<file path="src/rtl/systolic_skew_feeder.sv">
// Vector FIFO feeding the systolic array edge with diagonal skew (lane i delayed i cycles) plus PE clear/pass-done pulses.
// pe_clear leads the first pop by one cycle; lane i of vector k lands at t0+2+k+i; in_ready = !full. Optional stats: FEEDER_STATS_EN.
module systolic_skew_feeder #(
  parameter int DATA_WIDTH = 32,
  parameter int ARRAY_DIM  = 4,
  parameter int DEPTH      = 8
) (
  input  logic                            clk,
  input  logic                            rst,
  input  logic [ARRAY_DIM*DATA_WIDTH-1:0] in_vec,
  input  logic                            in_valid,
  input  logic                            in_last,
  output logic                            in_ready,
  output logic [ARRAY_DIM*DATA_WIDTH-1:0] edge_out,
  output logic [ARRAY_DIM-1:0]            edge_valid,
  output logic                            pe_clear,
  output logic                            pass_done,
  output logic                            err_overflow
`ifdef FEEDER_STATS_EN
  ,
  output logic [15:0]                     pass_count
`endif
);

  localparam int VW = ARRAY_DIM * DATA_WIDTH;
  localparam int CW = $clog2(DEPTH + 1);
  localparam int PW = (DEPTH > 1) ? $clog2(DEPTH) : 1;
  localparam int FW = (ARRAY_DIM > 1) ? $clog2(ARRAY_DIM) : 1;
  localparam logic [CW-1:0] FULL_CNT   = CW'(DEPTH);
  localparam logic [PW-1:0] PTR_LAST   = PW'(DEPTH - 1);
  localparam logic [FW-1:0] FLUSH_LAST = FW'((ARRAY_DIM > 1) ? ARRAY_DIM - 2 : 0);

  typedef enum logic [2:0] {
    S_IDLE,
    S_CLEAR,
    S_STREAM,
    S_FLUSH,
    S_DONE
  } state_t;

  state_t          r_state;
  state_t          w_state_nxt;
  logic [VW-1:0]   r_mem_vec [DEPTH];
  logic [DEPTH-1:0] r_mem_last;
  logic [PW-1:0]   r_wr_ptr;
  logic [PW-1:0]   r_rd_ptr;
  logic [CW-1:0]   r_count;
  logic [CW-1:0]   r_pending;
  logic [FW-1:0]   r_flush_cnt;
  logic            r_err;
  logic            w_full;
  logic            w_push;
  logic            w_pop;
  logic            w_pop_last;
  logic [VW-1:0]   w_head;

  assign w_full     = (r_count == FULL_CNT);
  assign in_ready   = ~rst & ~w_full;
  assign w_push     = in_valid & in_ready;
  assign w_pop      = (r_state == S_STREAM);
  assign w_head     = r_mem_vec[r_rd_ptr];
  assign w_pop_last = w_pop & r_mem_last[r_rd_ptr];

  // Storage is deliberately unreset; occupancy lives in r_count/r_pending.
  always_ff @(posedge clk) begin
    if (w_push) begin
      r_mem_vec[r_wr_ptr]  <= in_vec;
      r_mem_last[r_wr_ptr] <= in_last;
    end
  end

  always_ff @(posedge clk or posedge rst) begin
    if (rst) begin
      r_wr_ptr  <= '0;
      r_rd_ptr  <= '0;
      r_count   <= '0;
      r_pending <= '0;
      r_err     <= 1'b0;
    end else begin
      if (w_push) r_wr_ptr <= (r_wr_ptr == PTR_LAST) ? '0 : r_wr_ptr + 1'b1;
      if (w_pop)  r_rd_ptr <= (r_rd_ptr == PTR_LAST) ? '0 : r_rd_ptr + 1'b1;
      case ({w_push, w_pop})
        2'b10:   r_count <= r_count + CW'(1);
        2'b01:   r_count <= r_count - CW'(1);
        default: r_count <= r_count;
      endcase
      case ({w_push & in_last, w_pop_last})
        2'b10:   r_pending <= r_pending + CW'(1);
        2'b01:   r_pending <= r_pending - CW'(1);
        default: r_pending <= r_pending;
      endcase
      // A full FIFO without a pass terminator can never drain.
      if (w_full && (r_pending == '0)) r_err <= 1'b1;
    end
  end

  always_ff @(posedge clk or posedge rst) begin
    if (rst) begin
      r_state     <= S_IDLE;
      r_flush_cnt <= '0;
    end else begin
      r_state     <= w_state_nxt;
      r_flush_cnt <= (r_state == S_FLUSH) ? r_flush_cnt + 1'b1 : '0;
    end
  end

  always_comb begin
    w_state_nxt = r_state;
    case (r_state)
      S_IDLE:   if (r_pending != '0) w_state_nxt = S_CLEAR;
      S_CLEAR:  w_state_nxt = S_STREAM;
      S_STREAM: if (w_pop_last) w_state_nxt = (ARRAY_DIM > 1) ? S_FLUSH : S_DONE;
      S_FLUSH:  if (r_flush_cnt == FLUSH_LAST) w_state_nxt = S_DONE;
      S_DONE:   w_state_nxt = S_IDLE;
      default:  w_state_nxt = S_IDLE;
    endcase
  end

  // pass_done lines up with the final element on lane ARRAY_DIM-1.
  assign pe_clear     = (r_state == S_CLEAR);
  assign pass_done    = (r_state == S_DONE);
  assign err_overflow = r_err;

  for (genvar gi = 0; gi < ARRAY_DIM; gi++) begin : g_lane
    logic [gi:0][DATA_WIDTH-1:0] r_dly;
    logic [gi:0]                 r_vdly;
    logic [DATA_WIDTH-1:0]       w_lane;

    assign w_lane = w_pop ? w_head[gi*DATA_WIDTH +: DATA_WIDTH] : '0;

    if (gi == 0) begin : g_first
      always_ff @(posedge clk or posedge rst) begin
        if (rst) begin
          r_dly  <= '0;
          r_vdly <= '0;
        end else begin
          r_dly  <= w_lane;
          r_vdly <= w_pop;
        end
      end
    end else begin : g_rest
      always_ff @(posedge clk or posedge rst) begin
        if (rst) begin
          r_dly  <= '0;
          r_vdly <= '0;
        end else begin
          r_dly  <= {r_dly[gi-1:0], w_lane};
          r_vdly <= {r_vdly[gi-1:0], w_pop};
        end
      end
    end

    assign edge_out[gi*DATA_WIDTH +: DATA_WIDTH] = r_dly[gi];
    assign edge_valid[gi]                        = r_vdly[gi];
  end

`ifdef FEEDER_STATS_EN
  logic [15:0] r_pass_count;

  always_ff @(posedge clk or posedge rst) begin
    if (rst) r_pass_count <= '0;
    else if (r_state == S_DONE) r_pass_count <= r_pass_count + 16'd1;
  end

  assign pass_count = r_pass_count;
`endif

endmodule

</file>
<file path="config.mk">
export PLATFORM = sky130hd
export DESIGN_NAME = systolic_skew_feeder
export DESIGN_NICKNAME = d
export VERILOG_FILES = /design/src/rtl/systolic_skew_feeder.sv
export SDC_FILE = /design/constraint.sdc
export NUM_CORES = 1
export LEC_CHECK = 0
export BUFFER_PORTS_ARGS = -buffer_cell sky130_fd_sc_hd__buf_4
export CORE_ASPECT_RATIO = 1.5
export CORE_UTILIZATION = 50
export CTS_BUF_LIST = sky130_fd_sc_hd__clkbuf_8
export DETAILED_ROUTE_END_ITERATION = 16
export HOLD_SLACK_MARGIN = 0.06
export PLACE_DENSITY_LB_ADDON = 0.12
export RECOVER_POWER = 25
export SLEW_MARGIN = 10
export SYNTH_ARGS = -nofsm -noshare
export SYNTH_HDL_FRONTEND = slang
export SYNTH_SLANG_ARGS = --single-unit
</file>
<file path="constraint.sdc">
create_clock -name clk -period 28.5 [get_ports clk]
set_clock_uncertainty 0.2 [all_clocks]
set_input_delay 1.425 -clock clk [delete_from_list [all_inputs] [get_ports clk]]
set_output_delay 1.425 -clock clk [all_outputs]
set_load 0.005 [all_outputs]
</file>
==> metrics.csv, run 1 <==
metric,value,unit
hp-class,flip-flop to flip-flop,
synthFlopType,edfxtp_1,
drcViolationCount,0,
ir_drop,62.87,uV
critPathTopFamily,buffers and inverters,
power_frac_comb,21.7,%
p_int,3.749,mW
num_io_pins,268,
yosysSeqAreaShare,80.74,%
viasPerCell,5.389,
core_region_area,97220,sq um
layout_commonest_cell,edfxtp_1,
routabilityCongestion,0.7239,
seq_area,39610,sq um
multi_input_area,8284,sq um
synth_edf_count,1032,
die_h,385.6,um
switchingPower,1.429,mW
r2r_slack,24.43,ns
relSlewSlack,-81.92,%
path_buf_inv,4,
fin_crit_sh,20.25,%
final.fill_count,7333,
clkTransAtPathRegs,0.06,ns
finalHoldViolCount,0,
layout-drive-gt1-share,27.57,%
clock_path_buffers,3,
postSynthAreaPerCell,22.49,sq um
rsz0062_at_grt,no,
num-nets-final,2638,
drtIter0Drc,1305,
area_delta_synth_final,12.86,%
finalSetupViolCount,0,
cp_common_cell,buf_4,
cts_tree,built,
synthesis.area,49040,sq um
max_stage_delay,2.02,ns
hpwl,50130,um
use_met1,24.59,%
use_met3,5.765,%
vias,21290,
end_kind,flip-flop,
synth_cells,2181,
cp.depth,7,
violations,"max-capacitance violations, max-slew violations",
slowest_stage,clkinvlp_2,
power.density,93.55,nW/um^2
final_cell_mix,"edfxtp_1 (1032), dfrtp_1 (341), mux4_2 (256), clkbuf_8 (226), buf_4 (202)",
rows,140,
ys_ff_latch,1376,
antenna_found_initial,24,
grt_first_pass_wirelength,147400,um
clock.fmax,173.3,MHz
layout_min_cycle_time,5.771,ns
slew_violations,53,
start_util,50.45,%
post_cts_buffers,0,
grtUsageTotal,20.31,%
dp_slack,23.01,ns
p_leak,19.96,nW
hold_depth,0,
first_global_vias,23730,
p_clk_share,28.5,%
htree_levels,4,
async_flop_share,25.00,%
critPathKind,input pin to flip-flop,
clock_latency,0.86,ns
antenna_left,0,
grtUsageMet2,35.34,%
pwr-share-seq,49.8,%
reg2regPathDepth,5,
cts_buffers,198,
port_buffers,267,
ys_warn_count,0,
arrival,6.07,ns
crit_chain,"clkbuf_1, clkinvlp_2, and3_1, nand2_1, nor2_4, buf_4, buf_4",
syn-num-nets,2325,
cts.repair.resized,0,
grt-ovfl-total,0,
finalWirelength,97250,um
cts_root_buffer,clkbuf_8,
cts.sink_count,1376,
critPathLaunchType,input pin,
fin_ws,22.73,ns
ys_types,38,
tightest_slew,2.714,ns
status,"complete, but fails checks",
firstDrtPassIters,5,
wl_per_cell,24.62,um
maxCapViolations,1,
die_x,257.7,um
crit_required,28.80,ns
grt_max_degree,165,
swShare,27.59,%
cts_hold_buf,0,
dieArea,99370,sq um
grt_busiest_layer,met2,
crit_fanout,53,
setup_tns,0,ns
==> through the flow <==
stage / hold WS [ns] / std cells / instance area (sq um) / total power, mW / util, %
final: 0.1315 / 3950 / 55350 / 5.178 / 56.93
after global routing: 0.1347 / 3947 / 55340 / 5.444 / 56.92
after CTS: 0.1321 / 3944 / 55680 / 5.277 / 57.27
after detailed placement: 0.1347 / 3572 / 51850 / 3.786 / 53.33
after global placement: 0.1321 / 3572 / 51850 / 3.758 / 53.33
after floorplan: 0.1312 / 2181 / 49040 / 3.462 / -
==> cell families after synthesis <==
kind of cell,Yosys count,share of synthesized area [%]
compound gates,15,0.2347
xor+xnor,7,0.1250
fa+ha+maj,12,0.3215
buf+inv,194,2.482
flops,1376,80.74
mux,389,14.47
simple gates,188,1.623
==> routing by layer <==
layer / routed length, um / vias up
li1: - / 9204
met1: 38410 / 11350
met5: 183 / -
met3: 5346 / 178
met4: 2081 / 26
met2: 51230 / 529
==> cell usage after synthesis, drive strengths merged, types with 2 or more instances <==
cell type / number / area [sq um]
edfxtp: 1032 / 30990
dfrtp: 344 / 8608
mux4: 256 / 5766
buf: 160 / 1089
nor2: 135 / 506.7
mux2i: 132 / 1321
clkbuf: 26 / 97.59
nand2: 16 / 60.06
nor3: 12 / 60.06
ha: 11 / 137.6
inv: 7 / 26.28
a21o: 4 / 30.03
nand2b: 4 / 25.02
nand3: 4 / 20.02
nor4: 4 / 25.02
xor2: 4 / 35.03
a2111oi: 3 / 27.53
nand3b: 3 / 22.52
nor4b: 3 / 26.28
xnor2: 3 / 26.28
a21oi: 2 / 10.01
and3: 2 / 12.51
nor3b: 2 / 15.01
o21ai: 2 / 10.01
==> area by class of cell <==
type                            count  share of cell area (%)
Tap cell                         1278                   2.889
Multi-Input combinational cell    611                   14.97
Sequential cell                  1376                   71.56
Timing Repair Buffer              299                   3.574
Antenna cell                        6                 0.02713
Clock buffer                      226                   5.620
Inverter                            8                 0.05878
Clock inverter                    146                   1.300
==> power groups by stage <==
| stage | sequential [mW] | clock, mW | combinational (mW) |
|---|---|---|---|
| 6_report | 2.58 | 1.47 | 1.12 |
| 3_3_place_gp | 2.62 | 0 | 1.14 |
| 2_1_floorplan | 2.56 | 0 | 0.904 |
| 4_1_cts | 2.59 | 1.53 | 1.16 |
| 3_5_place_dp | 2.63 | 0 | 1.16 |
| 5_1_grt | 2.61 | 1.61 | 1.22 |
==> worst reg2reg max path, cell delays in order (launching register included) <==
cell and delay (ns):
dfrtp_4 1.10, buf_4 0.77, buf_4 0.95, mux4_2 0.66, mux2i_1 0.16, nor2_1 0.06
==> flip-flops by register name, summed over array words and instances, names as in the netlist <==
name / cells
r_mem_vec: 1024
r_mem_last: 8
r_state: 3
edge_out: 96
r_rd_ptr: 3
g_lane.r_vdly: 4
r_wr_ptr: 3
r_count: 4
err_overflow: 1
g_lane.r_dly: 224
r_pending: 4
r_flush_cnt: 2
==> path summary, 6_finish.rpt <==
| kind | from | endpoint |
|---|---|---|
| worst min-delay path | g_lane[3].r_dly[64]$_DFF_PP0_ | edge_out[96]$_DFF_PP0_ |
| max in group asynchronous | rst | edge_out[34]$_DFF_PP0_ |
| min in group asynchronous | rst | r_pending[1]$_DFFE_PP0P_ |
| worst max-delay path | rst | r_mem_vec[7][122]$_DFFE_PP_ |
| worst max register to register | r_rd_ptr[0]$_DFFE_PP0N_ | g_lane[1].r_dly[2]$_DFF_PP0_ |
| worst min register to register | g_lane[3].r_dly[64]$_DFF_PP0_ | edge_out[96]$_DFF_PP0_ |
No activity file was read; power rests on OpenSTA's default activity.
==> inputs of run 2 (changes only) <==
- clock period: 28.5 -> 5.1 ns (I/O delays scaled with it)
==> run 2 against run 1 <==
Final area grew 5.6%. Critical path depth up 2. Combinational power increased to 5.9 times the previous value. Routed wire length grew 3.1%. The flow now finishes without violations. First-iteration DRC count grew 1.0%. Final cell count up 6.6%. Register-to-register slack got worse by 23 ns. Clock-buffer cell count shrank 3. Via count rose by 4.9%. Utilization grew 3.2 points. Highest routed layer unchanged. Non-clock buffer count grew 263. Sequential cell count did not move.
==> metrics.csv, run 2 (synthesis gave the netlist of run 1 again) <==
metric,value,unit,change
layout_min_cycle_time,3.475,ns,
cts_buffers,196,,-1.0%
routabilityCongestion,0.6854,,-5.3%
cts_tree,built,,
grt-ovfl-total,0,,unchanged
clkTransAtPathRegs,0.06,ns,about the same
wl_per_cell,23.81,um,-3.3%
r2r_start,r_rd_ptr[0]$_DFFE_PP0N_,,
num_io_pins,268,,unchanged
firstDrtPassIters,5,,unchanged
finalHoldViolCount,0,,unchanged
reg2regPathDepth,9,,+4
grt_max_degree,155,,-6.1%
critPathLaunchType,flip-flop,,
crit_fanout,32,,-40%
p_clk_share,28.3,%,-0.2 points
placed_cell_area,52020,sq um,+0.34%
slew_violations,0,,-100%
critPathKind,flip-flop to flip-flop,,
grt_first_pass_wirelength,152400,um,+3.4%
clock_path_buffers,3,,unchanged
cts_root_buffer,clkbuf_8,,
p_leak,21.40,nW,+7.2%
vias,22330,,+4.9%
tightest_slew,0.9953,ns,-1.719 ns
cts.repair.resized,0,,unchanged
crit_path_start,r_rd_ptr[0]$_DFFE_PP0N_,,
clock.fmax,287.8,MHz,
port_buffers,267,,unchanged
worst_hold_slack,0.1407,ns,+0.009236 ns
viasPerCell,5.306,,-1.5%
start_util,50.45,%,unchanged
crit_required,5.63,ns,-23.17 ns
final_cell_mix,"edfxtp_1 (1032), dfrtp_1 (341), dlygate4sd3_1 (261), mux4_2 (256), clkbuf_8 (223)",,
num-nets-final,2899,,+9.9%
relSlewSlack,33.65,%,+120 points
ir_drop,434.1,uV,+590%
switchingPower,8.057,mW,+460%
pwr-share-seq,49.1,%,-0.7 points
r2r_slack,1.62,ns,-22.81 ns
hp-class,flip-flop to flip-flop,,
final.fill_count,7029,,-4.1%
first_global_vias,25110,,+5.8%
grtUsageTotal,20.86,%,+0.55 points
arrival,4.01,ns,-2.06 ns
die_x,257.7,um,unchanged
layout-drive-gt1-share,28.34,%,+0.77 points
fin_crit_sh,68.14,%,
min_from,g_lane[3].r_dly[4]$_DFF_PP0_,,
drtIter0Drc,1318,,+1.0%
status,finished clean,,
rsz0062_at_grt,no,,
maxCapViolations,0,,-1
rows,140,,unchanged
dieArea,99370,sq um,unchanged
hpwl,49160,um,-1.9%
regMostFlops,r_mem_vec,,
antenna_found_initial,11,,-54%
die_h,385.6,um,unchanged
finalSetupViolCount,0,,unchanged
min_to,g_lane[3].r_dly[36]$_DFF_PP0_,,
clock_latency,0.85,ns,about the same
hold_depth,0,,unchanged
layout_commonest_cell,edfxtp_1,,
core_region_area,97220,sq um,unchanged
power.density,499.3,nW/um^2,+430%
htree_levels,4,,unchanged
finalWirelength,100200,um,+3.1%
end_kind,flip-flop,,
largest_reg_flops,1024,,unchanged
swShare,27.60,%,about the same
stdcell_area,58470,sq um,+5.6%
area_delta_synth_final,19.22,%,
power_frac_comb,22.5,%,+0.8 points
cts.sink_count,1376,,unchanged
p_int,21.14,mW,+460%
drcViolationCount,0,,unchanged
r2r-end,r_pending[3]$_DFFE_PP0P_,,
antenna_left,0,,unchanged
-- run 2: cell count changes in the layout (fill, tap and decap cells not counted), moves of 10 or more --
cell and delta:
dlygate4sd3_1 +261, clkbuf_1 -91, clkbuf_4 +72, buf_4 +11, buf_12 +10, inv_1 -10
-- run 2: layout make-up --
cell class              count  area, sq um  share of cell area [%]
clock buffers             223         3069                   5.249
flip-flops and latches   1376        39610                   67.74
multi-input cells         611         8318                   14.23
repair buffers            562         5072                   8.675
diodes                      2        5.005                0.008559
inverters                   8        38.79                 0.06634
clock inverters           149        759.5                   1.299
well taps                1278         1599                   2.735
-- run 2: repair_timing --
| action | 4_1_cts | 5_1_grt |
|---|---|---|
| hold buffers | 261 | 0 |
| buffers inserted | 0 | 0 |
| endpoints found under the hold margin | 1092 | 0 |
-- run 2: worst max-delay path: stages (launching register included) --
cell	delay, ns
dfrtp_4	0.83
nor2b_1	0.10
a2111oi_1	0.52
nor3_1	0.14
ha_1	0.27
ha_1	0.29
a21o_1	0.18
a2111oi_0	0.41
a41oi_1	0.09
a311o_1	0.32
-- run 2: per-layer routing --
metal	GRT usage (%)	vias to the layer above	share of wire, %
met5	0	-	0.082
met4	6.027	14	1.8
met3	5.005	159	4.7
met2	36.00	506	53
met1	26.31	11900	41
li1	-	9760	-
-- run 2: worst max-delay path by stage --
stage                                    end  slack (ns)
2_1_floorplan        r_mem_last[0]$_DFFE_PP_       -4.24
3_3_place_gp   g_lane[1].r_dly[26]$_DFF_PP0_        1.57
3_5_place_dp   g_lane[1].r_dly[29]$_DFF_PP0_        1.55
4_1_cts        g_lane[1].r_dly[30]$_DFF_PP0_        1.48
5_1_grt        g_lane[1].r_dly[30]$_DFF_PP0_        1.32
6_report            r_pending[3]$_DFFE_PP0P_        1.62
-- run 2: through the flow --
step | total power, mW | setup WS, ns | std cells | setup TNS (ns) | util [%]
6_report | 29.19 | 1.625 | 4209 | 0 | 60.14
5_1_grt | 30.66 | 1.324 | 4209 | 0 | 60.14
4_1_cts | 29.68 | 1.483 | 4207 | 0 | 60.14
3_5_place_dp | 21.20 | 1.549 | 3574 | 0 | 53.51
3_3_place_gp | 21.06 | 1.572 | 3574 | 0 | 53.51
2_1_floorplan | 19.25 | -4.237 | 2181 | -3644.44 | -
-- run 2: power by group through the flow --
stage / combinational (mW) / sequential [mW] / clock [mW]
after floorplan: 5.07 / 14.2 / 0
after global placement: 6.51 / 14.5 / 0
after detailed placement: 6.60 / 14.6 / 0
after CTS: 6.78 / 14.4 / 8.52
after global routing: 7.21 / 14.5 / 8.96
final: 6.58 / 14.3 / 8.27
